<file path="src/rtl/div_ctrl_if.sv">
// Handshake and operand bundle between the execute stage (master) and the divider (slave).
interface div_ctrl_if;
  logic        go;
  logic        kill;
  logic        is_rem;
  logic        is_unsigned;
  logic [31:0] dividend;
  logic [31:0] divisor;
  logic        ack;
  logic        busy;
  logic        done;
  logic [31:0] result;

  modport master (
    output go, kill, is_rem, is_unsigned, dividend, divisor, ack,
    input  busy, done, result
  );

  modport slave (
    input  go, kill, is_rem, is_unsigned, dividend, divisor, ack,
    output busy, done, result
  );
endinterface

</file>
<file path="src/rtl/div_ctrl.sv">
// DIV/DIVU/REM/REMU sequencer: RISC-V corner cases, restoring division on magnitudes,
// sign fixup, and a result held until the execute stage acknowledges it.
//   state   | meaning
//   S_IDLE  | waiting for go; operands sampled here
//   S_PREP  | divide-by-zero / signed-overflow shortcut, else start iterating
//   S_ITER  | BITS_PER_CYCLE restoring steps per cycle
//   S_FIXUP | apply result signs, select quotient or remainder
//   S_DONE  | result valid, wait for ack
module div_ctrl #(
  parameter int BITS_PER_CYCLE = 1
) (
  input  logic      clk_core,
  input  logic      reset_n,
  div_ctrl_if.slave bus
);
  localparam int         NITER    = 32 / BITS_PER_CYCLE;
  localparam logic [4:0] LAST_CNT = 5'(NITER - 1);

  typedef enum logic [2:0] {S_IDLE, S_PREP, S_ITER, S_FIXUP, S_DONE} state_e;

  state_e      state_q, state_d;
  logic [4:0]  cnt_q, cnt_d;
  logic [31:0] rem_q, rem_d;
  logic [31:0] quo_q, quo_d;
  logic [31:0] dsr_mag_q, dsr_mag_d;
  logic [31:0] dvd_q, dvd_d;
  logic [31:0] dsr_q, dsr_d;
  logic [31:0] result_q, result_d;
  logic        sign_q_q, sign_q_d;
  logic        sign_r_q, sign_r_d;
  logic        is_rem_q, is_rem_d;
  logic        uns_q, uns_d;

  logic [31:0] step_rem, step_quo;
  logic [32:0] trial;
  logic [31:0] quo_fix, rem_fix;

  // The shifted partial remainder can reach 33 bits, so the trial compare is 33 wide.
  always_comb begin
    step_rem = rem_q;
    step_quo = quo_q;
    trial    = '0;
    for (int i = 0; i < BITS_PER_CYCLE; i++) begin
      trial    = {step_rem, step_quo[31]};
      step_quo = {step_quo[30:0], 1'b0};
      if (trial >= {1'b0, dsr_mag_q}) begin
        trial       = trial - {1'b0, dsr_mag_q};
        step_quo[0] = 1'b1;
      end
      step_rem = trial[31:0];
    end
  end

  assign quo_fix = sign_q_q ? (~quo_q + 32'd1) : quo_q;
  assign rem_fix = sign_r_q ? (~rem_q + 32'd1) : rem_q;

  always_comb begin
    state_d   = state_q;
    cnt_d     = cnt_q;
    rem_d     = rem_q;
    quo_d     = quo_q;
    dsr_mag_d = dsr_mag_q;
    dvd_d     = dvd_q;
    dsr_d     = dsr_q;
    result_d  = result_q;
    sign_q_d  = sign_q_q;
    sign_r_d  = sign_r_q;
    is_rem_d  = is_rem_q;
    uns_d     = uns_q;
    if (bus.kill) begin
      state_d = S_IDLE;
    end else begin
      case (state_q)
        S_IDLE: if (bus.go) begin
          dvd_d     = bus.dividend;
          dsr_d     = bus.divisor;
          is_rem_d  = bus.is_rem;
          uns_d     = bus.is_unsigned;
          sign_q_d  = ~bus.is_unsigned & (bus.dividend[31] ^ bus.divisor[31]);
          sign_r_d  = ~bus.is_unsigned & bus.dividend[31];
          quo_d     = (~bus.is_unsigned & bus.dividend[31]) ? (~bus.dividend + 32'd1) : bus.dividend;
          dsr_mag_d = (~bus.is_unsigned & bus.divisor[31]) ? (~bus.divisor + 32'd1) : bus.divisor;
          state_d   = S_PREP;
        end
        S_PREP: begin
          if (dsr_q == 32'd0) begin
            result_d = is_rem_q ? dvd_q : 32'hFFFF_FFFF;
            state_d  = S_DONE;
          end else if (!uns_q && dvd_q == 32'h8000_0000 && dsr_q == 32'hFFFF_FFFF) begin
            result_d = is_rem_q ? 32'd0 : 32'h8000_0000;
            state_d  = S_DONE;
          end else begin
            rem_d   = '0;
            cnt_d   = '0;
            state_d = S_ITER;
          end
        end
        S_ITER: begin
          rem_d = step_rem;
          quo_d = step_quo;
          if (cnt_q == LAST_CNT) begin
            cnt_d   = '0;
            state_d = S_FIXUP;
          end else begin
            cnt_d = cnt_q + 5'd1;
          end
        end
        S_FIXUP: begin
          result_d = is_rem_q ? rem_fix : quo_fix;
          state_d  = S_DONE;
        end
        S_DONE: if (bus.ack) state_d = S_IDLE;
        default: state_d = S_IDLE;
      endcase
    end
  end

  always_ff @(posedge clk_core) begin
    if (!reset_n) begin
      state_q   <= S_IDLE;
      cnt_q     <= '0;
      rem_q     <= '0;
      quo_q     <= '0;
      dsr_mag_q <= '0;
      dvd_q     <= '0;
      dsr_q     <= '0;
      result_q  <= '0;
      sign_q_q  <= 1'b0;
      sign_r_q  <= 1'b0;
      is_rem_q  <= 1'b0;
      uns_q     <= 1'b0;
    end else begin
      state_q   <= state_d;
      cnt_q     <= cnt_d;
      rem_q     <= rem_d;
      quo_q     <= quo_d;
      dsr_mag_q <= dsr_mag_d;
      dvd_q     <= dvd_d;
      dsr_q     <= dsr_d;
      result_q  <= result_d;
      sign_q_q  <= sign_q_d;
      sign_r_q  <= sign_r_d;
      is_rem_q  <= is_rem_d;
      uns_q     <= uns_d;
    end
  end

  assign bus.busy   = (state_q != S_IDLE);
  assign bus.done   = (state_q == S_DONE);
  assign bus.result = result_q;

`ifndef SYNTHESIS
  // Execute must hold go until done & ack; dropping it early is a protocol error.
  go_held_a: assert property (@(posedge clk_core) disable iff (!reset_n)
    ((state_q inside {S_PREP, S_ITER, S_FIXUP}) && !bus.kill) |-> bus.go)
    else $error("div_ctrl: go dropped mid-operation");
`endif
endmodule

</file>
<file path="src/flat_wrapper.sv">
// flat-port wrapper written by rule: the top's interface ports become plain ports
module div_ctrl_flat 
#(
  parameter int BITS_PER_CYCLE = 1
)
  (clk_core, reset_n, bus_go, bus_kill, bus_is_rem, bus_is_unsigned, bus_dividend, bus_divisor, bus_ack, bus_busy, bus_done, bus_result);
  div_ctrl_if bus_i ();
  input  logic clk_core;
  input  logic reset_n;
  input wire logic [$bits(bus_i.go)-1:0] bus_go;
  input wire logic [$bits(bus_i.kill)-1:0] bus_kill;
  input wire logic [$bits(bus_i.is_rem)-1:0] bus_is_rem;
  input wire logic [$bits(bus_i.is_unsigned)-1:0] bus_is_unsigned;
  input wire logic [$bits(bus_i.dividend)-1:0] bus_dividend;
  input wire logic [$bits(bus_i.divisor)-1:0] bus_divisor;
  input wire logic [$bits(bus_i.ack)-1:0] bus_ack;
  output wire logic [$bits(bus_i.busy)-1:0] bus_busy;
  output wire logic [$bits(bus_i.done)-1:0] bus_done;
  output wire logic [$bits(bus_i.result)-1:0] bus_result;
  assign bus_i.go = bus_go;
  assign bus_i.kill = bus_kill;
  assign bus_i.is_rem = bus_is_rem;
  assign bus_i.is_unsigned = bus_is_unsigned;
  assign bus_i.dividend = bus_dividend;
  assign bus_i.divisor = bus_divisor;
  assign bus_i.ack = bus_ack;
  assign bus_busy = bus_i.busy;
  assign bus_done = bus_i.done;
  assign bus_result = bus_i.result;
  div_ctrl #(.BITS_PER_CYCLE(BITS_PER_CYCLE)) u_core (.clk_core(clk_core), .reset_n(reset_n), .bus(bus_i));
endmodule
</file>
<file path="config.mk">
export PLATFORM = sky130hd
export DESIGN_NAME = div_ctrl_flat
export DESIGN_NICKNAME = d
export VERILOG_FILES = /design/src/rtl/div_ctrl_if.sv /design/src/rtl/div_ctrl.sv /design/src/flat_wrapper.sv
export SDC_FILE = /design/constraint.sdc
export NUM_CORES = 1
export LEC_CHECK = 0
export CAP_MARGIN = 10
export CORE_ASPECT_RATIO = 0.5
export CORE_MARGIN = 5
export CORE_UTILIZATION = 60
export CTS_CLUSTER_SIZE = 30
export DETAILED_ROUTE_END_ITERATION = 12
export GPL_TIMING_DRIVEN = 0
export PLACE_DENSITY_LB_ADDON = 0.05
export SYNTH_ARGS = -nofsm -noshare
export SYNTH_HDL_FRONTEND = slang
export SYNTH_SLANG_ARGS = --single-unit
</file>
<file path="constraint.sdc">
create_clock -name clk_core -period 8 [get_ports clk_core]
set_input_delay 0.8 -clock clk_core [delete_from_list [all_inputs] [get_ports clk_core]]
set_output_delay 0.8 -clock clk_core [all_outputs]
set_load 0.005 [all_outputs]
</file>
-- Word-level counts from Yosys, hierarchy flattened
Index checks and enable logic that the tools add are counted.
- register bits: 204
- latch bits: 0
- bits in writable memories: 0
- memory bits (read-only): 0
- output and inout bits: 34
- word-level logic and storage cells: 85
- memories kept: 0
- add/subtract/negate cells: 6
- multiply operators: 0
- divide/modulo/power cells: 0
- $lt $le $gt $ge: 1
- eq/ne operators: 13
- shift-type cells: 0
- muxes and demuxes: 27
- bitwise logic cells: 11
- reduce and logical (&&, ||, !) cells: 15
- operators by type and width (operator ; number):
    $mux 32 ; 13
    $pmux 32 s2 ; 3
    $add 32x1->32 const B ; 4
    $not 32->32 ; 4
    $eq 32x32->1 const B ; 2
    $ge 33x32->1 ; 1
    $logic_not 32->1 ; 1
    $sub 32x32->32 ; 1
    $mux 3 ; 5
    $mux 5 ; 3
    $pmux 3 s5 ; 1
    $reduce_and 3->1 ; 4
    $pmux 5 s2 ; 1
    $ne 2x2->1 const B ; 4
    $eq 3x2->1 const B ; 2
    $reduce_bool 2->1 ; 3
    $add 5x1->5 const B ; 1
    $eq 5x5->1 const B ; 1
    $reduce_and 4->1 ; 1
    $and 1x1->1 ; 3
    $eq 3x1->1 const B ; 1
    $eq 3x3->1 const B ; 1
    $logic_not 3->1 ; 1
    $ne 3x1->1 const B ; 1
    8 further kinds ; 11

-- Longest topological paths before layout
Gate-level depths: netlist of run 1.
- depth after elaboration: 6
- depth in mapped cells: 14
- gate-level depth less buffers: 13

-- Worst setup path after synthesis of run 1
Ideal clock, no wire load.
- path type: in2reg
- start point: in bus_dividend[0]
- end point: reg u_core.quo_q[25]
- setup time: 0.128 ns
- arrival time: 2.761 ns
- required time: 7.872 ns
- slack: 5.111 ns
- cell stages on the path: 8
- buffers on the path: 0
- cells stage by stage: or4_1 nor3b_1 nand4_1 o41ai_1 xor2_1 a211oi_1 a21oi_1 nor2_1
- cells in the longest elaborated chain, start to end: 5
- RTL lines (what ; RTL line ; RTL):
    start, declared ; flat_wrapper.sv:14 ; input wire logic [$bits(bus_i.dividend)-1:0] bus_dividend;
    $not 32->32 ; div_ctrl.sv:81 ; quo_d = (~bus.is_unsigned & bus.dividend[31]) ? (~bus.dividend + 32'd1) : bus.dividend;
    $add 32x1->32 ; div_ctrl.sv:81 ;
    $mux 32 ; div_ctrl.sv:81 ;
    $mux 32 ; div_ctrl.sv:74 ; S_IDLE: if (bus.go) begin
    $pmux 32 s2 ; div_ctrl.sv:73 ; case (state_q)
    end signal, assigned ; div_ctrl.sv:136 ; quo_q <= quo_d;
    end, declared ; div_ctrl.sv:24 ; logic [31:0] quo_q, quo_d;
No other way between the ends. The select of a mux whose other input is x is not followed.
A chain may end at the register's enable or synchronous reset.

-- Final worst setup path of run 1
- start point: reg u_core.rem_q[7]
- end point: reg u_core.rem_q[8]
- cells in the longest elaborated chain, start to end: 3
- elaborated cells on any way between the ends: 4
- classes of those cells: 1 x add/sub; 1 x order compare; 2 x mux
- RTL lines (what ; RTL line ; RTL):
    start, declared ; div_ctrl.sv:23 ; logic [31:0] rem_q, rem_d;
    start signal, assigned ; div_ctrl.sv:135 ; rem_q <= rem_d;
    $sub 32x32->32 or $ge 33x32->1 (tied branches) ; div_ctrl.sv:47, div_ctrl.sv:46 ;
    $mux 32 (*) ; div_ctrl.sv:46 ; if (trial >= {1'b0, dsr_mag_q}) begin
    $pmux 32 s2 (*) ; div_ctrl.sv:73 ;
Mark *: on every way between the ends. The rest lies on a longest branch, timed or not.

==> results of run 1 <==
[layer usage]
metal | part of all wire (%) | vias up | wire length [µm] | global-route usage, %
met5 | 0 | - | 0 | 0
met4 | 3.6 | 0 | 1710 | 11.3
met3 | 13 | 139 | 6220 | 7.48
met2 | 42 | 953 | 20000 | 57.4
met1 | 41 | 6626 | 19200 | 52.1
li1 | - | 6302 | - | -
[kinds of logic (layout without fill, tap and decap cells)]
| group | after synthesis | count (layout) |
|---|---|---|
| compound gates | 488 | 488 |
| xor+xnor | 140 | 140 |
| fa+ha+maj | 39 | 39 |
| buf+inv | 168 | 304 |
| flops | 203 | 203 |
| mux | 32 | 32 |
| simple gates | 623 | 623 |
[layout by cell type (no fill, tap or decap), drive strengths merged, types with 4 or more instances in the layout]
| cell | count |
|---|---|
| nand3 | 22 |
| nor4 | 32 |
| a211oi | 56 |
| nor2 | 150 |
| o22ai | 6 |
| or3 | 15 |
| dfxtp | 203 |
| clkdlybuf4s50 | 104 |
| a21oi | 169 |
| and2 | 6 |
| nand4 | 24 |
| nor3b | 5 |
| o21ai | 104 |
| inv | 58 |
| a32oi | 7 |
| o211ai | 21 |
| a221oi | 4 |
| a31oi | 7 |
| nor3 | 29 |
| xnor2 | 70 |
| a32o | 10 |
| a22o | 4 |
| o21a | 7 |
| mux2i | 30 |
| and3 | 8 |
| o2111ai | 10 |
| or4 | 16 |
| o41ai | 14 |
| nand2b | 25 |
| xor2 | 70 |
| nor2b | 7 |
| a21o | 15 |
| nand2 | 274 |
| clkbuf | 120 |
| buf | 14 |
| o31ai | 32 |
| ha | 38 |
[worst paths after layout]
| path | from | end | depth (start not counted) |
|---|---|---|---|
| setup reg to reg | u_core.rem_q[7] | u_core.rem_q[8] | 13 |
| hold / removal | u_core.bus.result[25] | u_core.bus.result[25] | 1 |
| hold reg to reg | u_core.bus.result[25] | u_core.bus.result[25] | 1 |
| setup / recovery | u_core.rem_q[7] | u_core.rem_q[8] | 13 |
[final cells by class]
type,count,area (µm²)
inverters,58,218
multi-input cells,1322,7990
clock buffers,24,544
fillers,1652,5940
clock inverters,8,124
well taps,273,342
repair buffers,104,1040
plain buffers,110,433
flip-flops and latches,203,4060
[through the flow]
stage               util [%]  std cells
finish                  71.3       2102
global route            71.3       2102
CTS                     71.3       2102
detailed placement      68.1       2070
global placement        68.1       2070
floorplan                  -       1693
[registers in the layout, summed over array words and instances (netlist names), 3 cells and up]
register and cells:
u_core.dsr_mag_q 32, u_core.cnt_q 5, u_core.state_q 3, u_core.bus.result 32
u_core.dsr_q 31, u_core.quo_q 32, u_core.dvd_q 32, u_core.rem_q 32
[worst max-delay path: cells and delay by family, from the launching register on]
family	cells	cell delay, ns
fa+ha+maj	1	0.28
mux	1	0.28
compound gates	8	1.65
buf+inv	3	1.18
flops	1	0.48
[power breakdown]
group / internal, mW / total, mW / switching, mW
Clock: 0.580 / 1.01 / 0.427
Sequential: 1.05 / 1.09 / 0.0440
Combinational: 0.177 / 0.478 / 0.301
==> flow_metrics.tcl, run 1 <==
set metrics [dict create \
    run_status "finished, final reports clean" \
    drv_slew 0 \
    start_util_pct 61.4 \
    p_leak_nw 5.57 \
    placementRows 37 \
    synthAdderAreaFrac_pct 3.90 \
    rsz0062_at_grt "false" \
    drv_cap 0 \
    yosys_warnings 0 \
    hold_viol_final 0 \
    tightest_slew_ns 1.13 \
    grt.total_usage_pct 36.9 \
    clock_path_buffers 3 \
    rrSetupSlack_ns 3.99 \
    synth_commonest_cells "nand2_1, dfxtp_1, a21oi_1" \
    synth_most_common_cell "nand2_1" \
    finish.instance_area_um2 14800 \
    p_total_mw 2.58 \
    required_ns 8.39 \
    ant_nets 0 \
    die_x_um 216 \
    synth-seq-cells 203 \
    setup_viol 0 \
    syn_nets 1803 \
    drt_first_iter_violations 1942 \
    synthTopCellsByArea "dfxtp_1, nand2_1, a21oi_1" \
    finalWorstSetupSlack_ns 3.99 \
    insertion_delay_ns 0.51 \
    die-area_um2 24400 \
    ctsResizeCount 0 \
    dp_slack_ns 3.99 \
    io_buffer_count 104 \
    dpl_cell_area_um2 14100 \
    whs_ns 0.467 \
    ioPinCount 105 \
    yosysTopAreaCell "dfxtp_1" \
    synth.avg_cell_area_um2 7.50 \
    synth-async-reset-ratio_pct 0 \
    cp-end-kind "flop" \
    antenna_cells 0 \
    grt_max_degree 17 \
    antenna_found_initial 0 \
    synthSimpleGateAreaFrac_pct 22.6 \
    hold_buffers 0 \
    crit_arrival_ns 4.39 \
    fin_worst_skew_ns 0.0136 \
    max_slew_margin_pct 24.3 \
    crit_type "flop to flop" \
    num_vias 14000 \
    cts_tree "built" \
    setup_tns_ns 0 \
    crit_path_start_kind "flop" \
    clkSinkCount 203 \
    areaGrowthSynthToFinish_pct 16.1 \
    drc_errors 0 \
    synth_xor_area_share_pct 9.65 \
    drt-total-wl_um 47100 \
    cts_buffers 19 \
    powerDensity_nw_per_um2 175 \
    cts_root_buf "clkbuf_16" \
    drive_gt1_share_pct 3.12 \
    final_nets 1928 \
    dp_hpwl_um 36200 \
    die_h_um 113 \
    ir_worst_vdd_uv 134 \
    finalCriticalPeriod_ns 4.01 \
    ys_seq_area_share_pct 32.0 \
    post_drt_wl_per_cell_um 22.4 \
    critical_path.max_fanout 10 \
    synth-edff-count 0 \
    core_area_um2 20700 \
    period_share_pct 50.1 \
    netlist_area_um2 12700 \
    synth_top_area_share_pct 32.0 \
    vias_per_cell 6.67 \
    critPathSlowestCell "clkbuf_1" \
    grt_overflow 0 \
    synth_ff_type "dfxtp_1" \
    critPathMaxStageDelay_ns 0.56 \
    first_global_vias 12900 \
    cp_cell_sequence "ha_1 -> clkbuf_1 -> a21oi_1 -> o21ai_0 -> a31oi_1 -> o31ai_1 -> a21oi_1 -> a31oi_1 -> o2bb2ai_1 -> clkbuf_1 -> buf_2 -> mux2i_1 -> o21ai_0" \
    synth_top_family_by_area "compound AO/OA/AOI/OAI gates" \
    synth_compound_area_share_pct 24.2 \
    first_pass_iters 8 \
    hold_class "flop to flop" \
    cts_setup_buffers 0 \
    cts.clk_slew.worst_paths_ns 0.07 \
    synth_cell_type_count 72 \
    synthCells 1693 \
    grt_pass1_wl_um 71800 \
    gp_congestion 0.983 \
    muxShareOfSynthArea_pct 2.54 \
    fmax_mhz 250 \
    htreeDepth 1 \
]
No activity file was read; power rests on OpenSTA's default activity.
==> inputs of run 2 (changes only) <==
CORE_UTILIZATION = 59   (was 60)
clock period = 4 ns   (was 8 ns; I/O delays follow)
==> flow_metrics.tcl, run 2 (synthesis gave the netlist of run 1 again) <==
set metrics [dict create \
    cp-end-kind "flop" \
    hold_viol_final 0 \
    seqPwrFrac_pct 41.6 \
    cts_buffers 20 \
    tightest_slew_ns 0.973 \
    period_share_pct 95.9 \
    antenna_found_initial 0 \
    reg2reg_from "u_core.dvd_q[25]" \
    ir_worst_vdd_uv 218 \
    start_util_pct 60.9 \
    io_buffer_count 104 \
    required_ns 4.42 \
    drt_first_iter_violations 1628 \
    clkPwrFrac_pct 40.2 \
    crit_type "flop to flop" \
    grt_overflow 0 \
    p_total_mw 5.24 \
    drc_errors 0 \
    clock_path_buffers 3 \
    final_common_cell "nand2_1" \
    p_leak_nw 5.60 \
    p_sw_mw 1.53 \
    cts_setup_buffers 0 \
    internal_power_mw 3.71 \
    cts_tree "built" \
    placementRows 37 \
    grt_pass1_wl_um 70200 \
    drv_cap 0 \
    grt_max_degree 16 \
    dp_cells 2089 \
    crit_arrival_ns 4.26 \
    critical_path.max_fanout 10 \
    cts.clk_slew.worst_paths_ns 0.07 \
    gp_congestion 1.01 \
    insertion_delay_ns 0.51 \
    die_h_um 114 \
    fin_worst_skew_ns 0.0142 \
    fmax_mhz 261 \
    drt-total-wl_um 46000 \
    rsz0062_at_grt "false" \
    rr_worst_depth 11 \
    powerDensity_nw_per_um2 353 \
    ioPinCount 105 \
    dpl_cell_area_um2 14100 \
    setup_tns_ns 0 \
    ant_nets 0 \
    pwr-share-comb_pct 18.2 \
    max_slew_margin_pct 34.4 \
    vias_per_cell 6.44 \
    core_area_um2 20900 \
    crit_path_start_kind "flop" \
    hold_buffers 0 \
    drv_slew 0 \
    hold_class "flop to flop" \
    finish.instance_area_um2 14800 \
    hold_start "u_core.bus.result[13]" \
    hold_end "u_core.bus.result[13]" \
    grt.total_usage_pct 35.8 \
    rrSetupSlack_ns 0.16 \
    die_x_um 218 \
    htreeDepth 1 \
    finalCriticalPeriod_ns 3.84 \
    setup_viol 0 \
    n_fill_cell 1697 \
    final_nets 1929 \
    first_global_vias 12700 \
    num_vias 13700 \
    final_util_pct 71.1 \
    clkSinkCount 203 \
    drive_gt1_share_pct 3.22 \
    antenna_cells 0 \
    post_drt_wl_per_cell_um 21.7 \
    first_pass_iters 6 \
    dp_hpwl_um 35700 \
    areaGrowthSynthToFinish_pct 16.8 \
    switching_share_pct 29.3 \
    run_status "finished, final reports clean" \
    die-area_um2 24700 \
    whs_path_depth 1 \
    rr_endpoint "u_core.rem_q[30]" \
    stdcell_count 2122 \
    final_cell_mix "nand2_1, dfxtp_1, a21oi_1" \
    cts_root_buf "clkbuf_16" \
]
## run 2: critical path, cell delays in order (launching register included)
cell	delay, ns
dfxtp_1	0.35
or4_1	0.66
nor4_2	0.56
nand4_1	0.15
nor4_1	0.27
nor3_1	0.21
a21oi_1	0.24
and2_1	0.15
clkbuf_1	0.42
clkbuf_1	0.50
a32oi_1	0.10
o21ai_0	0.12
## run 2: through the flow
step	hold slack, ns	setup WS, ns
2_1_floorplan	0.437	1.16
5_1_grt	0.485	0.0247
3_3_place_gp	0.438	0.199
4_1_cts	0.460	0.0836
6_report	0.463	0.164
3_5_place_dp	0.451	0.108
## run 2: worst max path at each step
stage / start / end / slack [ns] / cells after the start
CTS: u_core.rem_q[7] / u_core.rem_q[8] / 0.08 / 13
finish: u_core.dvd_q[25] / u_core.rem_q[30] / 0.16 / 11
global route: u_core.rem_q[8] / u_core.rem_q[8] / 0.02 / 13
global placement: u_core.rem_q[7] / u_core.rem_q[8] / 0.20 / 13
floorplan: u_core.rem_q[20] / u_core.rem_q[27] / 1.16 / 12
detailed placement: u_core.rem_q[7] / u_core.rem_q[8] / 0.11 / 13
## run 2: per-layer routing
metal	vias up	global-route usage [%]	routed length, µm
met4	0	10.7	1670
met3	146	10.1	5740
li1	6291	-	-
met2	801	54.9	19300
met5	-	0	0
met1	6433	49.3	19300
## run 2: final cells by class
type / count / area [µm²] / share of cell area, %
Multi-Input combinational cell: 1322 / 8000 / 53.9
Sequential cell: 203 / 4060 / 27.4
Timing Repair Buffer: 104 / 1040 / 7.01
Clock buffer: 25 / 561 / 3.78
Buffer: 110 / 440 / 2.97
Tap cell: 292 / 365 / 2.46
Inverter: 58 / 218 / 1.47
Clock inverter: 8 / 154 / 1.04
## run 2: power groups by stage
stage / Clock (mW) / Sequential [mW] / Combinational (mW)
3_3_place_gp: 0 / 2.22 / 0.889
3_5_place_dp: 0 / 2.22 / 0.913
6_report: 2.11 / 2.18 / 0.953
5_1_grt: 2.20 / 2.19 / 1.03
2_1_floorplan: 0 / 2.19 / 0.599
4_1_cts: 2.11 / 2.18 / 0.921
## run 2: repair_timing
action | CTS | global route
endpoints found under the hold margin | 0 | 0
gates resized for setup | 0 | 7
endpoints found under the setup margin | 0 | 44
==> inputs of run 3 (changes only) <==
CELL_PAD_IN_SITES_DETAIL_PLACEMENT = 0   (was not set)
CELL_PAD_IN_SITES_GLOBAL_PLACEMENT = 2   (was not set)
CORE_UTILIZATION = 35   (was 59)
SKIP_LAST_GASP = 1   (was not set)
==> flow_metrics.tcl, run 3 (synthesis gave the netlist of run 1 again) <==
set metrics [dict create \
    run_status "finished, final reports clean" \
    clock_path_buffers 3 \
    final_cell_mix "nand2_1, dfxtp_1, a21oi_1" \
    final_nets 1932 \
    powerDensity_nw_per_um2 366 \
    cp-end-kind "flop" \
    ioPinCount 105 \
    cts.clk_slew.worst_paths_ns 0.06 \
    core_area_um2 35900 \
    finalWorstSetupSlack_ns 0.213 \
    hold_class "flop to flop" \
    io_buffer_count 104 \
    grt_pass1_wl_um 78400 \
    cp_num_buf_inv 3 \
    critical_path.max_fanout 10 \
    gp_congestion 0.906 \
    drv_slew 0 \
    rsz0062_at_grt "false" \
    max_slew_margin_pct 41.4 \
    crit_path_start_kind "flop" \
    first_pass_iters 6 \
    required_ns 4.41 \
    num_vias 13100 \
    cts_root_buf "clkbuf_16" \
    placementRows 49 \
    post_drt_wl_per_cell_um 22.5 \
    hold_buffers 0 \
    die_h_um 145 \
    period_share_pct 94.7 \
    whs_ns 0.457 \
    setup_viol 0 \
    final_common_cell "nand2_1" \
    p_leak_nw 5.68 \
    multi_input_area_um2 8010 \
    areaGrowthSynthToFinish_pct 19.8 \
    regArea_um2 4060 \
    clkSinkCount 203 \
    dpl_cell_area_um2 14400 \
    vias_per_cell 5.63 \
    cts_setup_buffers 0 \
    die-area_um2 40400 \
    crit_arrival_ns 4.20 \
    antenna_cells 0 \
    cp_cell_sequence "ha_1 -> clkbuf_1 -> a21oi_1 -> o21ai_0 -> a31oi_1 -> o31ai_1 -> a21oi_1 -> a31oi_1 -> o2bb2ai_1 -> clkbuf_2 -> buf_2 -> mux2i_1 -> o21ai_0" \
    tightest_slew_ns 0.877 \
    finish.instance_area_um2 15200 \
    drc_errors 0 \
    ir_worst_vdd_uv 272 \
    critPathMaxStageDelay_ns 0.53 \
    grt.total_usage_pct 25.2 \
    antenna_found_initial 0 \
    hold_viol_final 0 \
    start_util_pct 35.4 \
    grt_max_degree 14 \
    cts_buffers 23 \
    fmax_mhz 264 \
    drt_first_iter_violations 995 \
    cts_tree "built" \
    finalCriticalPeriod_ns 3.79 \
    drt-total-wl_um 52200 \
    grt_overflow 0 \
    htreeDepth 1 \
    drive_gt1_share_pct 3.70 \
    dp_slack_ns -0.184 \
    die_x_um 279 \
    dp_hpwl_um 41800 \
    ant_nets 0 \
    insertion_delay_ns 0.55 \
    crit_type "flop to flop" \
    fin_worst_skew_ns 0.0249 \
    n_fill_cell 3732 \
    first_global_vias 12500 \
    path_delay_family "compound AO/OA/AOI/OAI gates" \
    critPathSlowestCell "dfxtp_1" \
    drv_cap 0 \
]
## run 3: changes by cell type in the layout (fill, tap and decap cells not counted), sizes merged
cell and change:
inv +1, clkinv -1, bufinv +1, clkbuf +7, buf +1
## run 3: final cells by class
| type | count | share of cell area, % |
|---|---|---|
| tap | 484 | 3.98 |
| sequential | 203 | 26.7 |
| clock inverter | 9 | 1.16 |
| timing repair buffer | 104 | 6.84 |
| multi-input combinational | 1322 | 52.6 |
| inverter | 58 | 1.43 |
| clock buffer | 33 | 4.36 |
| buffer | 110 | 2.90 |
## run 3: worst reg2reg max path, stage by stage (launching register included)
cell	delay [ns]
dfxtp_1	0.53
ha_1	0.30
clkbuf_1	0.18
a21oi_1	0.17
o21ai_0	0.20
a31oi_1	0.25
o31ai_1	0.08
a21oi_1	0.36
a31oi_1	0.21
o2bb2ai_1	0.24
clkbuf_2	0.39
buf_2	0.39
mux2i_1	0.26
o21ai_0	0.09
## run 3: report_power, final
group          switching, mW  internal [mW]  leakage (nW)
combinational          0.613          0.355          3.62
clock                  0.935           1.48         0.408
sequential            0.0863           2.10          1.65
## run 3: metrics by stage
| stage | power (mW) | setup TNS, ns | instances | utilization (%) |
|---|---|---|---|---|
| 6_report | 5.57 | 0 | 2323 | 42.4 |
| 5_1_grt | 5.80 | 0 | 2323 | 42.4 |
| 4_1_cts | 5.61 | 0 | 2323 | 42.4 |
| 3_5_place_dp | 3.18 | -5.07 | 2281 | 40.0 |
| 3_3_place_gp | 3.18 | -3.89 | 2281 | 40.0 |
| 2_1_floorplan | 2.79 | 0 | 1693 | - |
## run 3: path summary, 6_finish.rpt
| check | from | end | slack, ns | cells past startpoint |
|---|---|---|---|---|
| setup / recovery | u_core.rem_q[7] | u_core.rem_q[13] | 0.21 | 13 |
| hold / removal | u_core.bus.result[25] | u_core.bus.result[25] | 0.46 | 1 |
| setup reg to reg | u_core.rem_q[7] | u_core.rem_q[13] | 0.21 | 13 |
| hold reg to reg | u_core.bus.result[25] | u_core.bus.result[25] | 0.46 | 1 |
## run 3: routing by layer
| metal | wire (µm) | part of all wire, % | vias to the layer above | track usage, % |
|---|---|---|---|---|
| met5 | 0 | 0 | - | 0 |
| met4 | 1000 | 1.9 | 0 | 4.55 |
| met3 | 2670 | 5.1 | 53 | 3.29 |
| met2 | 21900 | 42 | 369 | 38.9 |
| met1 | 26600 | 51 | 6351 | 38.2 |
| li1 | - | - | 6298 | - |
## run 3: what timing repair did
item	4_1_cts	5_1_grt
pin swaps	0	0
endpoints found under the setup margin	50	53
gates resized for setup	1	13
endpoints found under the hold margin	0	0
